File: config.mk
export PLATFORM = sky130hd
export DESIGN_NAME = vga_vram_arbiter
export DESIGN_NICKNAME = d
export VERILOG_FILES = /design/src/rtl/vga_vram_arbiter.sv
export SDC_FILE = /design/constraint.sdc
export NUM_CORES = 1
export LEC_CHECK = 0
export BUFFER_PORTS_ARGS = -buffer_cell sky130_fd_sc_hd__clkbuf_2
export CAP_MARGIN = 20
export CORE_AREA = 2 2 76 92
export CTS_BUF_LIST = sky130_fd_sc_hd__clkbuf_4 sky130_fd_sc_hd__clkbuf_8
export CTS_CLUSTER_SIZE = 8
export DETAILED_ROUTE_END_ITERATION = 10
export DIE_AREA = 0 0 78 94
export GPL_TIMING_DRIVEN = 0
export PLACE_DENSITY = 0.88
export SLEW_MARGIN = 20
export SYNTH_ARGS = -nofsm -noshare
export SYNTH_HDL_FRONTEND = slang
export SYNTH_SLANG_ARGS = --single-unit
File: constraint.sdc
create_clock -name i_clk -period 2.9 [get_ports i_clk]
set_clock_uncertainty 0.15 [all_clocks]
set_input_delay 0.435 -clock i_clk [delete_from_list [all_inputs] [get_ports i_clk]]
set_output_delay 0.435 -clock i_clk [all_outputs]
set_load 0.03 [all_outputs]
File: src/rtl/vga_vram_arbiter.sv
// Single-port VRAM arbiter: the display read always wins, and writers are served round-robin on idle cycles.
// A per-frame flush window with a write budget opens on i_animate. Optional VGA_ARB_OVERRUN_EN adds a sticky o_overrun flag.
module vga_vram_arbiter #(
    parameter int N_WR      = 4,
    parameter int AW        = 19,
    parameter int DW        = 8,
    parameter int WR_BUDGET = 1024
) (
    input  logic             i_clk,
    input  logic             i_rst,
    input  logic             i_animate,
    input  logic             i_frame_start,
    input  logic             i_disp_req,
    input  logic [AW-1:0]    i_disp_addr,
    output logic             o_disp_valid,
    output logic [DW-1:0]    o_disp_data,
    input  logic [N_WR-1:0]  i_wr_req,
    input  logic [N_WR*AW-1:0] i_wr_addr,
    input  logic [N_WR*DW-1:0] i_wr_data,
    output logic [N_WR-1:0]  o_wr_gnt,
    output logic [AW-1:0]    o_mem_addr,
    output logic             o_mem_we,
    output logic [DW-1:0]    o_mem_wdata,
    input  logic [DW-1:0]    i_mem_rdata,
    output logic             o_flush,
    output logic             o_frame_done
`ifdef VGA_ARB_OVERRUN_EN
    ,
    output logic             o_overrun
`endif
);

    localparam int PW = (N_WR > 1) ? $clog2(N_WR) : 1;
    localparam int CW = $clog2(WR_BUDGET + 1);
    localparam logic [CW-1:0] BUDGET = CW'(WR_BUDGET);
    localparam logic [PW-1:0] LAST_WR = PW'(N_WR - 1);

    typedef enum logic {S_DISPLAY, S_FLUSH} state_e;

    state_e          state_q, state_d;
    logic [PW-1:0]   rr_q, rr_d;
    logic [CW-1:0]   cnt_q, cnt_d;
    logic            disp_valid_q;
    logic            frame_done_q, frame_done_d;

    logic            gnt_any;
    logic [PW-1:0]   gnt_idx;
    logic [PW-1:0]   cand_idx;
    int              cand;
    logic            wr_fire;

    // Round-robin scan starting at the pointer, wrapping modulo N_WR.
    always_comb begin
        // NOTE: every always_comb output gets a default first, so no path can infer a latch.
        gnt_any  = 1'b0;
        gnt_idx  = '0;
        cand     = 0;
        cand_idx = '0;
        for (int i = 0; i < N_WR; i++) begin
            cand = int'(rr_q) + i;
            if (cand >= N_WR) cand = cand - N_WR;
            cand_idx = PW'(cand);
            if (!gnt_any && i_wr_req[cand_idx]) begin
                gnt_any = 1'b1;
                gnt_idx = cand_idx;
            end
        end
    end

    assign wr_fire = gnt_any && !i_disp_req && !i_rst;

    always_comb begin
        o_mem_addr  = '0;
        o_mem_wdata = '0;
        o_mem_we    = 1'b0;
        o_wr_gnt    = '0;
        if (!i_rst) begin
            if (i_disp_req) begin
                o_mem_addr = i_disp_addr;
            end else if (gnt_any) begin
                o_wr_gnt[gnt_idx] = 1'b1;
                o_mem_we          = 1'b1;
                o_mem_addr        = i_wr_addr[gnt_idx*AW +: AW];
                o_mem_wdata       = i_wr_data[gnt_idx*DW +: DW];
            end
        end
    end

    always_comb begin
        state_d      = state_q;
        rr_d         = rr_q;
        cnt_d        = cnt_q;
        frame_done_d = 1'b0;
        if (wr_fire) rr_d = (gnt_idx == LAST_WR) ? '0 : gnt_idx + 1'b1;
        case (state_q)
            S_DISPLAY: begin
                // A coincident frame start means the window would already be over.
                if (i_animate && !i_frame_start) begin
                    state_d = S_FLUSH;
                    cnt_d   = '0;
                end
            end
            S_FLUSH: begin
                if (wr_fire && cnt_q != BUDGET) cnt_d = cnt_q + 1'b1;
                if ((wr_fire && cnt_d == BUDGET) || i_frame_start) begin
                    state_d      = S_DISPLAY;
                    frame_done_d = 1'b1;
                end
            end
            default: state_d = S_DISPLAY;
        endcase
    end

    always_ff @(posedge i_clk) begin
        // NOTE: sequential state uses non-blocking assignments; reset here is synchronous.
        if (i_rst) begin
            state_q      <= S_DISPLAY;
            rr_q         <= '0;
            cnt_q        <= '0;
            disp_valid_q <= 1'b0;
            frame_done_q <= 1'b0;
        end else begin
            state_q      <= state_d;
            rr_q         <= rr_d;
            cnt_q        <= cnt_d;
            disp_valid_q <= i_disp_req;
            frame_done_q <= frame_done_d;
        end
    end

    assign o_disp_valid = disp_valid_q;
    assign o_disp_data  = i_mem_rdata;
    assign o_flush      = (state_q == S_FLUSH);
    assign o_frame_done = frame_done_q;

`ifdef VGA_ARB_OVERRUN_EN
    logic overrun_q, overrun_d;

    // Display traffic during the window, or the window closing with writers still pending.
    assign overrun_d = overrun_q ||
                       ((state_q == S_FLUSH) && (i_disp_req || (i_frame_start && |i_wr_req)));

    always_ff @(posedge i_clk) begin
        if (i_rst) overrun_q <= 1'b0;
        else       overrun_q <= overrun_d;
    end

    assign o_overrun = overrun_q;
`endif

endmodule

# [Yosys cells after proc, flatten, opt, wreduce, memory -nomap -nowiden]
# Index checks and enable logic that the tools add are counted.
[classes] add_sub_neg=9 mul=1 order_cmp=10 eq_ne=4 n_shift=2 muxes=43 n_bitwise=1 n_reduce_logical=17
[op_table] cell="$shiftx 76x8->19" n=1
[op_table] cell="$mux 19" n=3
[op_table] cell="$mux 11" n=3
[op_table] cell="$shiftx 32x6->8" n=1
[op_table] cell="$mux 8" n=3
[op_table] cell="$pmux 11 s2" n=1
[op_table] cell="$mux 2" n=9
[op_table] cell="$lt 2x3->1 const B" n=5
[op_table] cell="$mux 1" n=15
[op_table] cell="$mux 4" n=3
[op_table] cell="$add 11x1->11 const B" n=1
[op_table] cell="$eq 11x11->1 const B" n=1
[op_table] cell="$ne 11x11->1 const B" n=1
[op_table] cell="$ge 3x3->1 const B" n=3
[op_table] cell="$logic_and 1x1->1" n=9
[op_table] cell="$bmux 1 s2" n=4
[op_table] cell="$sub 2x1->2 const B" n=4
[op_table] cell="$mul 2x5->7 const B" n=1
[op_table] cell="$add 2x2->3 const B" n=2
[op_table] cell="$logic_not 1->1" n=6
[op_table] cell="$add 2x1->3 const B" n=1
[op_table] cell="$ge 2x3->1 const B" n=1
[op_table] cell="$add 2x1->2 const B" n=1
[op_table] cell="$demux 1 s2" n=1
[op_table] cell="other kinds (7)" n=7
[totals] regBits=16 inputBits=144 output_inout_bits=43

# [Depth between registers and ports, before layout]
[logic_depth] word_depth=24 depth_mapped=11 mapped_depth_nobuf=8

# [Worst setup path before layout]
# OpenSTA, ideal clock, no wires.
[synth_timing] path_type="input port to output port" from="input port i_wr_req[0]" to="output port o_mem_wdata[1]" t_arrival_ns=2.242 required_time_ns=2.315 setup_slack_ns=0.073 cell_stages=8 path_buffers=3 cell_sequence="a21oi_1 or3b_1 buf_6 nand3_2 buf_8 buf_4 a211oi_1 a211oi_1"
[synth_between] elab_chain_len=16
[synth_rtl] item="from (decl)" line="17" text="input logic [N_WR-1:0] i_wr_req,"
[synth_rtl] item="$bmux 1 s2" line="63" text="if (!gnt_any && i_wr_req[cand_idx]) begin"
[synth_rtl] item="$mux 1 (not written as such)" line="63"
[synth_rtl] item="$mux 1" line="63"
[synth_rtl] item="$logic_not 1->1" line="63"
[synth_rtl] item="$logic_and 1x1->1" line="63"
[synth_rtl] item="$mux 1" line="63"
[synth_rtl] item="$logic_not 1->1" line="63"
[synth_rtl] item="$logic_and 1x1->1" line="63"
[synth_rtl] item="$mux 1" line="63"
[synth_rtl] item="$logic_not 1->1" line="63"
[synth_rtl] item="$logic_and 1x1->1" line="63"
[synth_rtl] item="$mux 2" line="63"
[synth_rtl] item="$shiftx 32x6->8" line="84" text="o_mem_wdata = i_wr_data[gnt_idx*DW +: DW];"
[synth_rtl] item="$mux 8 (*)" line="80" text="end else if (gnt_any) begin"
[synth_rtl] item="$mux 8 (*)" line="78" text="if (i_disp_req) begin"
[synth_rtl] item="$mux 8 (*)" line="77" text="if (!i_rst) begin"
[synth_rtl] item="to (decl)" line="23" text="output logic [DW-1:0] o_mem_wdata,"
# Mark *: on every way between the ends. The rest lies on a longest branch, timed or not. The select of a mux whose other input is x is not followed.

# [Final worst setup path]
[layout_timing] from="input port i_wr_req[0]" to="output port o_mem_addr[13]"
[layout_between] elab_chain_len=17
[layout_rtl] item="$bmux 1 s2" line="63"
[layout_rtl] item="$mux 1 (not written as such)" line="63"
[layout_rtl] item="$mux 1" line="63"
[layout_rtl] item="$logic_not 1->1" line="63"
[layout_rtl] item="$logic_and 1x1->1" line="63"
[layout_rtl] item="$mux 1" line="63"
[layout_rtl] item="$logic_not 1->1" line="63"
[layout_rtl] item="$logic_and 1x1->1" line="63"
[layout_rtl] item="$mux 1" line="63"
[layout_rtl] item="$logic_not 1->1" line="63"
[layout_rtl] item="$logic_and 1x1->1" line="63"
[layout_rtl] item="$mux 2" line="63"
[layout_rtl] item="$mul 2x5->7" line="83" text="o_mem_addr = i_wr_addr[gnt_idx*AW +: AW];"
[layout_rtl] item="$shiftx 76x8->19" line="83"
[layout_rtl] item="$mux 19 (*)" line="80"
[layout_rtl] item="$mux 19 (*)" line="78"
[layout_rtl] item="$mux 19 (*)" line="77"
[layout_rtl] item="to (decl)" line="21" text="output logic [AW-1:0] o_mem_addr,"
# Marks and branches as above.

==> flow_results.org <==
** Power and ir drop
- The design draws 1.08 mW.
- Worst vdd rail ir drop :: 0.213 mV
- Internal power contribution :: 0.598 mW
- Total power density per cell area :: 283 mW/mm^2
- Power dissipated by switching net loads :: 0.482 mW
- Switching part of the total :: 44.6%
- Register share of total power :: 21.2%
- Summed over all cells, the static leakage comes to 1.96 nW.
- Power share of the combinational group :: 62.8%
- Per report_power, the clock group accounts for 16.0% of the total.

** Place
- Routability-driven placement finished with a final weighted congestion of 0.976.
- HPWL reported at the end of detailed placement :: 8390 um
- Summing all placed instances gives a cell area of 0.00369 mm^2.
- In this run the tool buffered the top-level ports with 178 buffer cells.

** Clock network
- TritonCTS built the clock tree.
- Max clock buf depth :: 2
- Register clock-pin slew on the reported worst setup and hold paths :: 0.06 ns
- The clock net in this run drives a total of 16 sinks.
- Number of hold buffers added after CTS :: 0
- H-tree Lvls :: 1
- The tree is rooted in a clkbuf_8.
- Number of buffers created by CTS :: 3
- The later pin in the worst-skew pair is clocked with a latency of 0.26 ns.

** Synth
- Counting flops and latches in the post-synthesis netlist gives 16.
- A synthesized cell averages 7.27 um^2.
- Dominant synthesized flop cell :: dfxtp_1
- In the post-synthesis netlist, the biggest area contributors are dfxtp_1, mux2i_1, and4_1.
- Yosys mapped a number of flops with a built-in enable equal to 0.
- The Yosys step of the flow raised 0 warnings.
- Counting every instance in the synthesized netlist gives 370.
- Post-synthesis cell type with the largest combined area :: dfxtp_1
- After synthesis, the netlist uses 54 different library cells.
- In the synthesized netlist the async set-or-reset flop fraction comes to 0%.
- Net Count, Synth :: 520
- Mapped Area :: 0.00269 mm^2
- The top cell type by area accounts for 11.9% of the synthesized area.
- Portion of the post-synthesis area used by sequential elements :: 11.9%

** Finish
- Cell area after layout :: 0.00382 mm^2
- Footprint of the multi-input gates :: 0.00200 mm^2
- Area added between synthesis and finish :: 41.9%
- The post-route netlist has 43.7% of its cells at a drive strength greater than 1.
- Number of antenna diodes :: 0
- Share of the core filled with cells :: 59.6%
- Commonest cells after routing, fill and taps aside :: clkbuf_2, inv_1, and4_1, mux2i_1, nand2_1
- Fill count :: 604
- Most common cell after layout, fill and taps aside :: clkbuf_2
- Final-stage net count :: 704
- Across the whole layout, storage elements account for 322 um^2.

** Die
- The initial utilization of the core area, before any placement, comes to 42.0%.
- 187 I/O pins were placed.
- The floorplan has 32 rows.
- Area of the die :: 0.00733 mm^2
- In this run the standard cell core region covers 0.00641 mm^2.
- From left edge to right edge, the die measures 78 um.
- Measured along the y axis, the die boundary spans 94 um.

** STA
- Fin Setup TNS :: 0 ns
- RSZ-0062 raised after global routing :: no
- Derived from the worst setup path, the maximum achievable clock frequency is 0.352 GHz.
- Post-layout minimum cycle time :: 2.84 ns
- Setup violations remaining at the end of the flow were counted as 0.
- Worst-Margin Slew :: 0.782 ns
- Period Utilization, post-route :: 97.8%
- The number of pins exceeding their max-slew limit in the final report came to 0.
- Worst hold slack across all endpoints :: 0.301 ns
- In this run the tightest slew margin relative to its limit is 47.9%.
- The hold violation count in the final report is 0.

** Global routing
- The number of global-route vias before repair is 3431.
- Remaining Overflow, GRT :: 0
- The number of antenna violations at the first check in global routing is 0.
- Global routing used 26.9% of the available tracks across all layers.
- The first global-routing pass estimated 15900 um of wire.
- Entering global routing, the biggest net connects 12 pins.

** Worst setup path
- Count of cells along the worst register-to-register path :: 7
- Maximum fanout along the worst path :: 10
- Data arrival time at the worst-slack endpoint :: 2.25 ns
- The critical path ends at o_mem_addr[13].
- R2r setup slk :: 0.58 ns
- The endpoint identified for the worst register-to-register timing path is o_frame_done$_SDFF_PP0_.
- In this run the worst setup path begins at i_wr_req[0].
- For the worst setup path, the data required time is 2.32 ns.
- Element type at the critical path start :: input pin
- The setup path with the least slack is of type in -> out.
- Reg2Reg Launch Point :: cnt_q[1]$_SDFFE_PP0P_
- STA classifies the critical path endpoint as a primary output.

** Routing
- 1st-pass router iterations :: 4
- In the routed design, unresolved DRC markers number 0.
- Vias after detailed routing :: 3627
- Number of nets still failing antenna checks after routing :: 0
- In the routed layout, each cell is associated on average with a via count of 5.69.
- After detailed routing, the total wire length is 10500 um.
- In the final routed layout, each cell accounts on average for 16.5 um.
- Number of violations reported at the end of detailed-routing iteration 0 :: 145

** Outcome
- The flow ran to the end, and the final reports show no timing, DRC or antenna violations.

** Min path
- The path class of the tightest hold or removal check is in -> reg.

** Job
- The tool flagged a number of max-cap violations equal to 0.
==> synth_stat cells, types with 2 or more instances <==
| master | instances |
|---|---|
| buf_2 | 7 |
| o311ai_1 | 19 |
| buf_12 | 2 |
| and3_1 | 6 |
| o21ai_0 | 28 |
| dfxtp_1 | 16 |
| inv_1 | 29 |
| clkbuf_1 | 24 |
| o21a_1 | 2 |
| a21o_1 | 2 |
| nor2_1 | 13 |
| nand2_1 | 27 |
| a21oi_1 | 18 |
| nor4_1 | 3 |
| a211oi_2 | 7 |
| nand4_1 | 5 |
| or3_1 | 5 |
| buf_6 | 2 |
| mux2i_1 | 29 |
| buf_8 | 2 |
| nand3_1 | 6 |
| nor2b_1 | 5 |
| or2_2 | 2 |
| and4_1 | 29 |
| nor3_1 | 3 |
| a211oi_1 | 12 |
| a31oi_1 | 22 |
| ha_1 | 6 |
| a311oi_1 | 3 |
| buf_4 | 9 |
| nand2b_1 | 4 |
==> layer usage <==
metal,wire [um],share of wire [%],global-route usage (%)
met1,3880,37,28.9
met2,5400,51,49.6
met3,818,7.8,4.81
met4,398,3.8,14.6
met5,0,0,0
==> flip-flops by register name, indices dropped and copies added, names as in the netlist <==
register      count
rr_q              2
o_disp_valid      1
o_flush           1
o_frame_done      1
cnt_q            11
==> power by group through the flow <==
stage	clock (mW)	combinational (mW)	sequential [mW]
after global placement	0	0.629	0.233
after detailed placement	0	0.645	0.233
after global routing	0.189	0.727	0.229
after floorplan	0	0.422	0.236
after CTS	0.179	0.650	0.228
final	0.173	0.679	0.229
==> timing repair <==
action | in CTS | in global routing
resized for setup | 8 | 50
endpoints found under the setup margin | 18 | 25
buffers inserted | 1 | 0
pin swaps | 0 | 3
hold endpoints to repair | 0 | 0
==> logic make-up (layout without fill, tap and decap cells) <==
logic type,count (synthesis),count (layout),synth area share [%]
AND/OR/NAND/NOR,120,120,27.8
AO/OA/AOI/OAI,119,119,30.7
buffers and inverters,77,259,14.9
multiplexers,30,30,11.2
flip-flops,16,16,11.9
adder cells (fa/ha/maj),6,6,2.79
XOR/XNOR,2,2,0.651
==> worst min path at each step <==
stage | startpoint | end | slack [ns] | cells past startpoint
floorplan | rr_q[0]$_SDFFE_PP0P_ | rr_q[0]$_SDFFE_PP0P_ | 0.30 | 2
detailed placement | rr_q[0]$_SDFFE_PP0P_ | rr_q[0]$_SDFFE_PP0P_ | 0.33 | 2
CTS | i_frame_start | o_flush$_SDFF_PP0_ | 0.29 | 4
global placement | rr_q[0]$_SDFFE_PP0P_ | rr_q[0]$_SDFFE_PP0P_ | 0.32 | 2
finish | i_frame_start | o_flush$_SDFF_PP0_ | 0.30 | 4
global route | i_frame_start | o_flush$_SDFF_PP0_ | 0.32 | 4
==> area by class of cell <==
type,instances,share of cell area (%)
buffer,47,8.33
timing repair buffer,179,23.9
multi-input combinational,277,52.5
tap,85,2.79
sequential,16,8.42
inverter,30,2.95
clock buffer,3,1.08
==> stage by stage <==
step                      setup WS (ns)  instances
final                            0.0626        637
after global routing           0.000568        637
after CTS                        0.0125        637
after detailed placement         -0.158        633
after global placement           -0.122        633
after floorplan                  0.0731        370
==> critical path, cell delays in order <==
cell,delay [ns]
clkbuf_2,0.13
or4_4,0.54
buf_6,0.15
nand2_4,0.09
inv_2,0.07
o31a_1,0.15
buf_4,0.19
o21ai_1,0.15
o311ai_1,0.15
buf_4,0.20
Note: power is estimated with default switching activity, not from simulation.
